===== config.mk =====
export PLATFORM = sky130hd
export DESIGN_NAME = reg_file
export DESIGN_NICKNAME = d
export VERILOG_FILES = /design/src/rtl/reg_file_pkg.sv /design/src/rtl/reg_file_scoreboard.sv /design/src/rtl/reg_file.sv
export SDC_FILE = /design/constraint.sdc
export NUM_CORES = 1
export LEC_CHECK = 0
export ABC_AREA = 0
export BUFFER_PORTS_ARGS = -buffer_cell sky130_fd_sc_hd__buf_2
export CORE_MARGIN = 3
export CORE_UTILIZATION = 30
export DETAILED_ROUTE_END_ITERATION = 16
export GPL_TIMING_DRIVEN = 0
export PLACE_DENSITY = 0.47
export SKIP_CTS_REPAIR_TIMING = 1
export SLEW_MARGIN = 5
export SYNTH_ARGS = -nofsm -noshare
export SYNTH_HDL_FRONTEND = slang
export SYNTH_SLANG_ARGS = --single-unit

===== constraint.sdc =====
create_clock -name clk -period 2.8 [get_ports clk]
set_clock_uncertainty 0.1 [all_clocks]
set_input_delay 0 -clock clk [delete_from_list [all_inputs] [get_ports clk]]
set_output_delay 0 -clock clk [all_outputs]
set_load 0.01 [all_outputs]

===== src/rtl/reg_file_pkg.sv =====
// ============================================================================
// Module   : reg_file_pkg
// Purpose  : Shared constants and address-width helper for the CPU register file.
// Revision : 1.0 - initial release
// ============================================================================
`default_nettype none

package reg_file_pkg;

  localparam int C_DEFAULT_WIDTH = 8;
  localparam int C_DEFAULT_DEPTH = 8;

  // ceil(log2(depth)) but never narrower than one bit
  function automatic int addr_width(input int depth);
    return (depth <= 2) ? 1 : $clog2(depth);
  endfunction

endpackage

`default_nettype wire


===== src/rtl/reg_file_scoreboard.sv =====
// ============================================================================
// Module   : reg_file_scoreboard
// Purpose  : Per-entry pending-writeback bits with two registered lookup ports.
// Revision : 1.0 - initial release
// ============================================================================
`default_nettype none

module reg_file_scoreboard
  import reg_file_pkg::*;
#(
  parameter int DEPTH    = C_DEFAULT_DEPTH,
  parameter int ZERO_REG = 1,
  localparam int AW      = addr_width(DEPTH)
) (
  input  logic          clk,
  input  logic          reset,
  input  logic          enable,
  input  logic          wr_en,
  input  logic [AW-1:0] wr_addr,
  input  logic          busy_set,
  input  logic [AW-1:0] busy_addr,
  input  logic [AW-1:0] rd_addr_a,
  input  logic [AW-1:0] rd_addr_b,
  output logic          busy_a,
  output logic          busy_b
);

  logic [DEPTH-1:0] busy_q, busy_d;
  logic             busy_a_q, busy_a_d;
  logic             busy_b_q, busy_b_d;

  always_comb begin
    busy_d   = busy_q;
    busy_a_d = busy_a_q;
    busy_b_d = busy_b_q;
    if (enable) begin
      // clear first so a same-cycle set on the same entry wins
      for (int i = 0; i < DEPTH; i++) begin
        if (wr_en && (wr_addr == AW'(i)))
          busy_d[i] = 1'b0;
        if (busy_set && (busy_addr == AW'(i)))
          busy_d[i] = 1'b1;
      end
    end
    if (ZERO_REG != 0)
      busy_d[0] = 1'b0;
    if (enable) begin
      busy_a_d = 1'b0;
      busy_b_d = 1'b0;
      for (int i = 0; i < DEPTH; i++) begin
        if (rd_addr_a == AW'(i))
          busy_a_d = busy_d[i];
        if (rd_addr_b == AW'(i))
          busy_b_d = busy_d[i];
      end
    end
  end

  always_ff @(posedge clk or negedge reset) begin
    if (!reset) begin
      busy_q   <= '0;
      busy_a_q <= 1'b0;
      busy_b_q <= 1'b0;
    end else begin
      busy_q   <= busy_d;
      busy_a_q <= busy_a_d;
      busy_b_q <= busy_b_d;
    end
  end

  assign busy_a = busy_a_q;
  assign busy_b = busy_b_q;

endmodule

`default_nettype wire


===== src/rtl/reg_file.sv =====
// ============================================================================
// Module   : reg_file
// Purpose  : Multi-entry register file, one write port, two bypassed read ports.
// Revision : 1.0 - initial release
// ============================================================================
`default_nettype none

module reg_file
  import reg_file_pkg::*;
#(
  parameter int WIDTH    = C_DEFAULT_WIDTH,
  parameter int DEPTH    = C_DEFAULT_DEPTH,
  parameter int ZERO_REG = 1,
  localparam int AW      = addr_width(DEPTH)
) (
  input  logic             clk,
  input  logic             reset,
  input  logic             enable,
  input  logic             wr_en,
  input  logic [AW-1:0]    wr_addr,
  input  logic [WIDTH-1:0] wr_data,
  input  logic             busy_set,
  input  logic [AW-1:0]    busy_addr,
  input  logic [AW-1:0]    rd_addr_a,
  input  logic [AW-1:0]    rd_addr_b,
  output logic [WIDTH-1:0] rd_data_a,
  output logic [WIDTH-1:0] rd_data_b,
  output logic             busy_a,
  output logic             busy_b
);

  logic [DEPTH-1:0][WIDTH-1:0] mem_q, mem_d;
  logic [WIDTH-1:0]            rd_data_a_q, rd_data_a_d;
  logic [WIDTH-1:0]            rd_data_b_q, rd_data_b_d;

  always_comb begin
    mem_d       = mem_q;
    rd_data_a_d = rd_data_a_q;
    rd_data_b_d = rd_data_b_q;
    if (enable) begin
      for (int i = 0; i < DEPTH; i++) begin
        if (wr_en && (wr_addr == AW'(i)))
          mem_d[i] = wr_data;
      end
    end
    if (ZERO_REG != 0)
      mem_d[0] = '0;
    // reading the post-write array gives the write-to-read bypass for free
    if (enable) begin
      rd_data_a_d = '0;
      rd_data_b_d = '0;
      for (int i = 0; i < DEPTH; i++) begin
        if (rd_addr_a == AW'(i))
          rd_data_a_d = mem_d[i];
        if (rd_addr_b == AW'(i))
          rd_data_b_d = mem_d[i];
      end
    end
  end

  always_ff @(posedge clk or negedge reset) begin
    if (!reset) begin
      mem_q       <= '0;
      rd_data_a_q <= '0;
      rd_data_b_q <= '0;
    end else begin
      mem_q       <= mem_d;
      rd_data_a_q <= rd_data_a_d;
      rd_data_b_q <= rd_data_b_d;
    end
  end

  assign rd_data_a = rd_data_a_q;
  assign rd_data_b = rd_data_b_q;

  reg_file_scoreboard #(
    .DEPTH    (DEPTH),
    .ZERO_REG (ZERO_REG)
  ) u_scoreboard (
    .clk       (clk),
    .reset     (reset),
    .enable    (enable),
    .wr_en     (wr_en),
    .wr_addr   (wr_addr),
    .busy_set  (busy_set),
    .busy_addr (busy_addr),
    .rd_addr_a (rd_addr_a),
    .rd_addr_b (rd_addr_b),
    .busy_a    (busy_a),
    .busy_b    (busy_b)
  );

endmodule

`default_nettype wire


==> summary.txt, run 1 <==
Timing
  • Setup TNS: 0 ns
  • Pins Over Slew Limit: 0
  • Final period utilization: 84.03%
  • Final Hold Viols: 0
  • Max transition margin: 34.79%
  • # setup viols final: 0
  • Final min period: 2.353 ns
  • Worst Tran Pin Value: 0.9746 ns
  • Max Freq: 0.4250 GHz
  • RSZ-0062 raised after global routing: no

Layout
  • Nets: 575
  • Inserted Diodes: 0
  • Fin util: 36.58%
  • Area Overhead vs Synth: 18.39%
  • FILL cells: 1,589
  • Share of post-route cells with drive strength above 1: 21.08%
  • Most frequent cells in the layout: dfrtp_1, nand2_1, buf_2, o21ai_0, nor2_1
  • Post-Layout Cell Count: 766
  • Most common cell after layout, fill and taps aside: dfrtp_1

Clock tree
  • CTS clk-pin slew, worst paths: 0.06 ns
  • Skew-Pair Late Insertion Delay: 0.34 ns
  • CTS tree: yes
  • Htree depth: 3
  • CTS Buf Count: 9
  • Num Clock Sinks: 81
  • Clk buf depth: 2
  • Root buffer cell: clkbuf_16

Logic synthesis
  • Post-synth EDFFs: 0
  • Syn Std Cell Area: 0.004750 mm2
  • Post-synthesis cell count: 493
  • Asr flop ratio synth: 100.0%
  • Avg Synthesized Cell Area: 9.634 um2
  • Netlist cell types: 73
  • Synth Flop Type: dfrtp_1
  • Synth Warn #: 0
  • Synth Register Bits: 81
  • Seq/Total Area, Yosys: 42.68%
  • Syn Nets: 518

Worst setup path
  • CP arrival: 2.53 ns
  • Worst Setup End Kind: flop
  • Slowest-stage cell, CP: clkbuf_1
  • Crit path top cell by count: clkbuf_1
  • Cell chain of the critical path: buf_2 > buf_4 > clkbuf_1 > clkbuf_1 > clkbuf_1 > o2111ai_1 > nand3_1
  • Critical Path RT: 2.98 ns
  • Peak per-stage delay on the critical path: 0.63 ns
  • Flop2flop setup slack: 1.05 ns
  • Critical path type: input pin to flop
  • CP max FO: 10
  • Crit start category: input pin

Hold path
  • Worst min path class: input pin to flop

Detailed routing
  • Drt pass-1 iters: 5
  • DR vias/cell: 5.636
  • Final WL: 17.66 mm
  • Via count: 4,317
  • Residual DRC: 0
  • WL per Instance: 23.06 um
  • Initial DRC Count: 482
  • Final antenna-violating net count: 0

Die
  • Initial Utilization: 30.90%
  • Die Ht: 131.8 um
  • Total core area: 0.01537 mm2
  • Die Span X: 131.8 um
  • Die area: 0.01738 mm2
  • # IOs: 43
  • Row Count: 45

Global routing
  • Initial antenna violation count: 0
  • First-pass GRT wire length: 26.59 mm
  • GRT Overall Usage: 20.21%
  • Congestion Overflow GR: 0
  • Vias in the first global route: 4,271
  • Largest net degree at the start of global routing: 48

Run status
  • Outcome: complete, no violations

Power and ir drop
  • VDD IR-drop max: 0.0003402 V
  • Total Power: 0.003648 W
  • Pleak: 2.472 nW
  • P per Cell Area: 648.8 mW/mm2

Flow run
  • Number of max-cap violations: 0

Place
  • DPL Wire Length: 12.33 mm
  • Inst Count DP: 741
  • Port buffer count: 36
  • Final GP Congestion: 0.8924
-- critical path: cells and delay by family --
kind	cells	cell delay [ns]
AOI/OAI and AO/OA	1	0.26
buffers and inverters	5	2.13
and+or+nand+nor	1	0.13
-- Yosys cell counts (3+ instances only) --
| master | count | share of area [%] |
|---|---|---|
| a211o_1 | 4 | 0.74 |
| a211oi_1 | 5 | 0.79 |
| a21bo_2 | 5 | 1.1 |
| a21o_1 | 6 | 0.95 |
| a21oi_1 | 18 | 1.9 |
| a22oi_1 | 3 | 0.47 |
| a311oi_1 | 3 | 0.55 |
| a31o_2 | 3 | 0.55 |
| a31oi_1 | 18 | 2.4 |
| a32oi_1 | 3 | 0.55 |
| and2_1 | 3 | 0.40 |
| and3_1 | 5 | 0.66 |
| buf_6 | 5 | 1.2 |
| clkbuf_1 | 27 | 2.1 |
| dfrtp_1 | 81 | 43 |
| inv_1 | 22 | 1.7 |
| mux2_2 | 28 | 6.6 |
| mux2_4 | 9 | 2.8 |
| mux2i_1 | 13 | 2.7 |
| nand2_1 | 38 | 3.0 |
| nand2b_1 | 7 | 0.92 |
| nand3_1 | 17 | 1.8 |
| nand3b_1 | 3 | 0.47 |
| nor2_1 | 35 | 2.8 |
| nor2b_1 | 13 | 1.7 |
| nor3_1 | 9 | 0.95 |
| o211ai_1 | 3 | 0.47 |
| o21a_1 | 3 | 0.47 |
| o21ai_0 | 35 | 3.7 |
| o221ai_1 | 4 | 0.74 |
| o31ai_1 | 3 | 0.47 |
| o32ai_1 | 5 | 0.92 |
-- worst paths after layout --
kind	from	endpoint	cells past startpoint
min reg2reg	mem_q[41]	mem_q[41]	2
min	busy_addr[1]	u_scoreboard.busy_q[7]	3
min in group asynchronous	reset	mem_q[49]	2
max	enable	rd_data_a[7]	7
max in group asynchronous	reset	mem_q[22]	3
max reg2reg	mem_q[13]	rd_data_b[5]	5
-- power breakdown --
part,internal [W],switching [W],leakage [nW]
clock,0.000763,0.000474,0.153
combinational,0.000375,0.000523,1.32
sequential,0.00142,0.0000963,0.995
total,0.00255,0.00109,2.47
-- routing by layer --
metal / GRT usage, % / routed length (um)
met5: 0 / 0
met4: 9.102 / 583
met3: 5.649 / 1505
met2: 30.46 / 7897
met1: 27.07 / 7677
-- state kept, by name, indices dropped and copies added, names as in the netlist --
register / cells
rd_data_a: 8
rd_data_b: 8
mem_q: 56
u_scoreboard.busy_q: 7
u_scoreboard.busy_a: 1
u_scoreboard.busy_b: 1
-- cell families (layout without fill, tap and decap cells) --
group,count (synthesis),in the layout,share of synthesized area [%]
and+or+nand+nor,149,149,16.41
buffers and inverters,61,123,6.138
muxes,50,50,12.22
DFF,81,81,42.68
xor gates and xnor gates,3,3,0.5533
AOI/OAI and AO/OA,149,149,22.00
-- layout make-up --
class / instances / area, um2 / share of cell area, %
Inverter: 23 / 86.33 / 1.535
Multi-Input combinational cell: 351 / 2431 / 43.24
Clock buffer: 14 / 274.0 / 4.873
Sequential cell: 81 / 2027 / 36.05
Clock inverter: 2 / 35.03 / 0.6231
Tap cell: 211 / 264.0 / 4.695
Timing Repair Buffer: 46 / 300.3 / 5.340
Buffer: 38 / 205.2 / 3.649
-- metrics by stage --
step | hold slack (ns) | setup WS (ns) | cell area (um2)
floorplan | -0.3956 | 1.106 | 4750
global placement | 0.2218 | 0.1104 | 5194
detailed placement | -0.1068 | 0.09231 | 5224
finish | 0.009434 | 0.4470 | 5623
CTS | -0.4711 | 0.4539 | 5533
global route | 0.02771 | 0.3149 | 5623
No activity file was read; power rests on OpenSTA's default activity.
==> run 2, diff against run 1 <==
- clock period: 2.8 -> 2.2 ns (I/O delays scaled with it)
==> run 2 against run 1 <==
Effect of this change:
- final cell count is the same
- die area is the same
- highest routed layer unchanged
- largest power group unchanged
- core utilization is essentially flat
==> summary.txt, run 2 (synthesized netlist as in run 1, its figures left out) <==
Place
  • Final GP Congestion: 0.8924 (unchanged)
  • Port buffer count: 36 (unchanged)
  • DPL Wire Length: 12.33 mm (unchanged)
  • DP Area: 0.005224 mm2 (unchanged)
  • Inst Count DP: 741 (unchanged)

Timing
  • Max transition margin: 34.72% (-0.072 points)
  • Max Freq: 0.4712 GHz
  • Pins Over Slew Limit: 0 (unchanged)
  • Worst Tran Pin Value: 0.9690 ns (-0.005563 ns)
  • # setup viols final: 0 (unchanged)
  • Final min period: 2.122 ns
  • Final Hold Viols: 0 (unchanged)
  • Final period utilization: 96.46%
  • RSZ-0062 raised after global routing: no

Power and ir drop
  • Pleak: 2.475 nW (+0.12%)
  • VDD IR-drop max: 0.0004348 V (+28%)
  • P per Cell Area: 825.8 mW/mm2 (+27%)
  • Total Power: 0.004645 W (+27%)

Die
  • Die Ht: 131.8 um (unchanged)
  • Die area: 0.01738 mm2 (unchanged)
  • Total core area: 0.01537 mm2 (unchanged)
  • Row Count: 45 (unchanged)
  • Initial Utilization: 30.90% (unchanged)
  • Die Span X: 131.8 um (unchanged)
  • # IOs: 43 (unchanged)

Layout
  • Most common cell after layout, fill and taps aside: dfrtp_1
  • Nets: 575 (unchanged)
  • Max reg flops: 56 (unchanged)
  • Largest register by flop count: mem_q
  • Post-Layout Cell Count: 766 (unchanged)
  • Area Overhead vs Synth: 18.44% (about the same)
  • Inserted Diodes: 0 (unchanged)
  • Final instance area: 0.005625 mm2 (about the same)
  • Most frequent cells in the layout: dfrtp_1, nand2_1, buf_2, o21ai_0, nor2_1
  • Share of post-route cells with drive strength above 1: 21.26% (+0.18 points)
  • Footprint of the multi-input gates: 0.002432 mm2 (about the same)
  • Register area: 0.002027 mm2 (unchanged)
  • FILL cells: 1,588 (-0.063%)

Clock tree
  • Root buffer cell: clkbuf_16
  • Num Clock Sinks: 81 (unchanged)
  • Htree depth: 3 (unchanged)
  • CTS tree: yes
  • CTS Buf Count: 9 (unchanged)
  • Clk buf depth: 2 (unchanged)
  • CTS clk-pin slew, worst paths: 0.06 ns (about the same)
  • Skew-Pair Late Insertion Delay: 0.34 ns (about the same)

Detailed routing
  • Detail Route met3 WL: 1.396 mm (-7.2%)
  • WL per Instance: 23.04 um (about the same)
  • Final WL: 17.65 mm (about the same)
  • Initial DRC Count: 477 (-1.0%)
  • WL met2: 7.880 mm (-0.22%)
  • Final antenna-violating net count: 0 (unchanged)
  • Drt pass-1 iters: 5 (unchanged)
  • Wl on met1: 7.802 mm (+1.6%)
  • Residual DRC: 0 (unchanged)
  • DR vias/cell: 5.640 (about the same)
  • Top sig layer: met4
  • Via count: 4,320 (+0.069%)

Worst setup path
  • Flop2flop setup slack: 0.53 ns (-0.52 ns)
  • Critical path type: input pin to flop
  • CP max FO: 10 (unchanged)
  • Critical Path RT: 2.36 ns (-0.62 ns)
  • Worst Setup End Kind: flop
  • CP arrival: 2.28 ns (-0.25 ns)
  • Crit start category: input pin

Hold path
  • Worst min path class: input pin to flop

Global routing
  • Initial antenna violation count: 0 (unchanged)
  • Largest net degree at the start of global routing: 48 (unchanged)
  • GRT Overall Usage: 20.21% (unchanged)
  • Congestion Overflow GR: 0 (unchanged)
  • Vias in the first global route: 4,271 (unchanged)
  • First-pass GRT wire length: 26.59 mm (unchanged)

Run status
  • Outcome: complete, no violations

Flow run
  • Number of max-cap violations: 0 (unchanged)
==> run 2: cell types whose count changed in the layout (fill, tap and decap cells not counted) <==
cell       delta
a2111oi_0     -1
a2111oi_1     +1
clkbuf_1      -1
clkbuf_2      +1
==> run 2: metal layers <==
layer	global-route usage, %	up-vias
li1	-	1928
met1	27.07	2152
met2	30.46	206
met3	5.649	34
met4	9.102	0
met5	0	-
==> run 2: area by class of cell <==
cell class                      count  area share, %
Clock inverter                      2         0.6228
Tap cell                          211          4.693
Multi-Input combinational cell    351          43.24
Timing Repair Buffer               46          5.338
Sequential cell                    81          36.03
Inverter                           23          1.535
Clock buffer                       14          4.871
Buffer                             38          3.670
==> run 2: final timing paths <==
path | start | end | depth (start not counted)
max | rd_addr_b[1] | u_scoreboard.busy_b | 6
min | busy_addr[1] | u_scoreboard.busy_q[7] | 3
max reg2reg | mem_q[13] | rd_data_b[5] | 5
min reg2reg | mem_q[41] | mem_q[41] | 2
max in group asynchronous | reset | mem_q[22] | 3
min in group asynchronous | reset | mem_q[49] | 2
==> run 2: worst max-delay path: stages <==
cell and delay [ns]:
buf_2 0.11, clkbuf_1 0.49, nand2_1 0.38, nor2_1 0.82, a31oi_1 0.23, a41oi_1 0.26
==> run 2: per-stage QoR <==
| stage | util [%] | setup TNS (ns) | hold WS (ns) | worst slack, ns |
|---|---|---|---|---|
| after global routing | 36.60 | 0 | 0.02771 | 0.01096 |
| final | 36.60 | 0 | 0.01139 | 0.07777 |
| after floorplan | - | 0 | -0.3956 | 0.5058 |
| after detailed placement | 33.98 | -4.377 | -0.1068 | -0.5077 |
| after CTS | 36.00 | -0.4523 | -0.4711 | -0.1461 |
| after global placement | 33.79 | -4.300 | 0.2218 | -0.4896 |
==> run 2: report_power, final <==
part	internal (W)	switching, W	leakage, nW	total (W)
registers	0.00180	0.000122	0.995	0.00192
clock network	0.000972	0.000606	0.153	0.00158
logic	0.000479	0.000665	1.33	0.00114
==> run 3, diff against run 2 <==
- CELL_PAD_IN_SITES_DETAIL_PLACEMENT: unset -> 0
- CELL_PAD_IN_SITES_GLOBAL_PLACEMENT: unset -> 2
- PLACE_DENSITY: 0.47 -> 0.66
==> run 3 against run 2 <==
Effect of this change:
- the run now ends with hold timing left
- hold slack got worse by 0.038 ns
- clock power decreased by 10%
- largest cell class unchanged
- critical path depth rose by 2
- sequential share of layout area up 0.23 points
- die area unchanged
- maximum frequency increased by 1.0%
- global-route usage up 1.5 points
==> summary.txt, run 3 (synthesized netlist as in run 1, its figures left out) <==
Flow run
  • Number of max-cap violations: 0 (unchanged)

Clock tree
  • CTS tree: yes
  • Clk buf depth: 2 (unchanged)
  • Num Clock Sinks: 81 (unchanged)
  • Htree depth: 3 (unchanged)
  • CTS clk-pin slew, worst paths: 0.06 ns (about the same)
  • CTS Buf Count: 9 (unchanged)
  • Skew-Pair Late Insertion Delay: 0.35 ns (about the same)
  • Root buffer cell: clkbuf_16

Worst setup path
  • Worst Setup End Kind: flop
  • Crit start category: input pin
  • CP max FO: 10 (unchanged)
  • Critical Path RT: 2.31 ns (-0.05 ns)
  • Critical path type: input pin to flop
  • CP arrival: 2.22 ns (-0.06 ns)

Power and ir drop
  • P per Cell Area: 804.3 mW/mm2 (-2.6%)
  • Pleak: 2.451 nW (-0.95%)
  • VDD IR-drop max: 0.0003642 V (-16%)

Layout
  • Most common cell after layout, fill and taps aside: dfrtp_1
  • FILL cells: 1,536 (-3.3%)
  • Fin util: 36.36% (-0.24 points)
  • Inserted Diodes: 0 (unchanged)
  • Most frequent cells in the layout: dfrtp_1, nand2_1, buf_2, o21ai_0, nor2_1
  • Area Overhead vs Synth: 17.68%
  • Nets: 576 (+0.17%)
  • Largest register by flop count: mem_q
  • Max reg flops: 56 (unchanged)
  • Share of post-route cells with drive strength above 1: 21.52% (+0.26 points)

Detailed routing
  • Initial DRC Count: 344 (-28%)
  • Final antenna-violating net count: 0 (unchanged)
  • Top sig layer: met4
  • WL per Instance: 24.62 um (+6.9%)
  • Detail Route met3 WL: 1.057 mm (-24%)
  • Residual DRC: 0 (unchanged)
  • Wl on met1: 8.909 mm (+14%)
  • Via count: 4,356 (+0.83%)
  • DR vias/cell: 5.702 (+1.1%)
  • Drt pass-1 iters: 5 (unchanged)
  • Final WL: 18.81 mm (+6.6%)
  • WL met2: 8.196 mm (+4.0%)

Global routing
  • GRT Overall Usage: 21.68% (+1.5 points)
  • Vias in the first global route: 4,307 (+0.84%)
  • First-pass GRT wire length: 27.93 mm (+5.1%)
  • Initial antenna violation count: 0 (unchanged)
  • Congestion Overflow GR: 0 (unchanged)
  • Largest net degree at the start of global routing: 56 (+17%)

Die
  • # IOs: 43 (unchanged)
  • Die area: 0.01738 mm2 (unchanged)
  • Die Ht: 131.8 um (unchanged)
  • Row Count: 45 (unchanged)
  • Die Span X: 131.8 um (unchanged)
  • Total core area: 0.01537 mm2 (unchanged)
  • Initial Utilization: 30.90% (unchanged)

Hold path
  • Worst min path class: input pin to flop

Run status
  • Outcome: finished, violations left
  • Failing checks: hold timing

Timing
  • Max Freq: 0.4759 GHz (+1.0%)
  • Final period utilization: 95.51% (-0.96 points)
  • Final min period: 2.101 ns (-0.02106 ns)
  • Max transition margin: 28.09% (-6.6 points)
  • # setup viols final: 0 (unchanged)
  • Pins Over Slew Limit: 0 (unchanged)
  • Final Hold Viols: 1 (+1)
  • Post-route setup slack: 0.09883 ns (+0.02106 ns)
  • Hold slack: -0.02667 ns (-0.03805 ns)
  • RSZ-0062 raised after global routing: no
  • Worst Tran Pin Value: 1.067 ns (+0.09835 ns)

Place
  • Final GP Congestion: 0.8880 (-0.49%)
  • Pre-CTS WS: -0.4154 ns (+0.09232 ns)
  • DPL Wire Length: 12.64 mm (+2.5%)
  • Port buffer count: 36 (unchanged)
-- run 3: cell types whose count changed in the layout (fill, tap and decap cells not counted), sizes merged --
cell | before | now
buf | 48 | 47
bufinv | 1 | 0
clkinvlp | 0 | 2
dlygate4sd3 | 9 | 10
clkbuf | 41 | 38
-- run 3: final timing paths --
kind,cells past startpoint,startpoint,slack [ns],endpoint
worst max-delay path,8,wr_addr[2],0.1,rd_data_b[5]
worst max register to register,5,mem_q[13],0.45,rd_data_b[5]
max in group asynchronous,3,reset,1.33,mem_q[11]
worst min register to register,2,mem_q[51],0.40,mem_q[51]
worst min-delay path,3,busy_set,-0.03,u_scoreboard.busy_q[4]
min in group asynchronous,2,reset,0.03,mem_q[62]
-- run 3: area by class of cell --
class | count | area, um2 | share of cell area (%)
sequential | 81 | 2027 | 36.27
multi-input combinational | 351 | 2435 | 43.56
tap | 211 | 264.0 | 4.724
clock inverter | 3 | 20.02 | 0.3582
timing repair buffer | 47 | 310.3 | 5.552
clock buffer | 10 | 239.0 | 4.276
inverter | 23 | 86.33 | 1.545
buffer | 38 | 207.7 | 3.716
-- run 3: critical path, stage by stage --
cell and delay [ns]:
buf_2 0.16, nand4b_2 0.48, nor2_2 0.27, buf_6 0.23, mux2_4 0.33, nor2b_1 0.13, a2111oi_1 0.51, nor3_1 0.10
-- run 3: power breakdown --
group	switching (W)	internal, W
logic	0.000672	0.000480
clock network	0.000643	0.000775
registers	0.000123	0.00180
-- run 3: routing by layer --
layer,vias to the layer above,track usage [%]
met1,2231,31.18
li1,1924,-
met3,39,3.626
met5,-,0
met2,162,31.86
met4,0,9.918
-- run 3: stage by stage --
step	std cells	area [um2]	power [W]	hold WS [ns]	setup TNS [ns]
finish	764	5589	0.004495	-0.02667	0
global route	764	5589	0.004729	0.001636	0
CTS	754	5483	0.004488	-0.5107	-0.05735
detailed placement	741	5224	0.003070	-0.1330	-4.586
global placement	740	5194	0.003045	0.2201	-5.253
floorplan	493	4750	0.002669	-0.3956	0
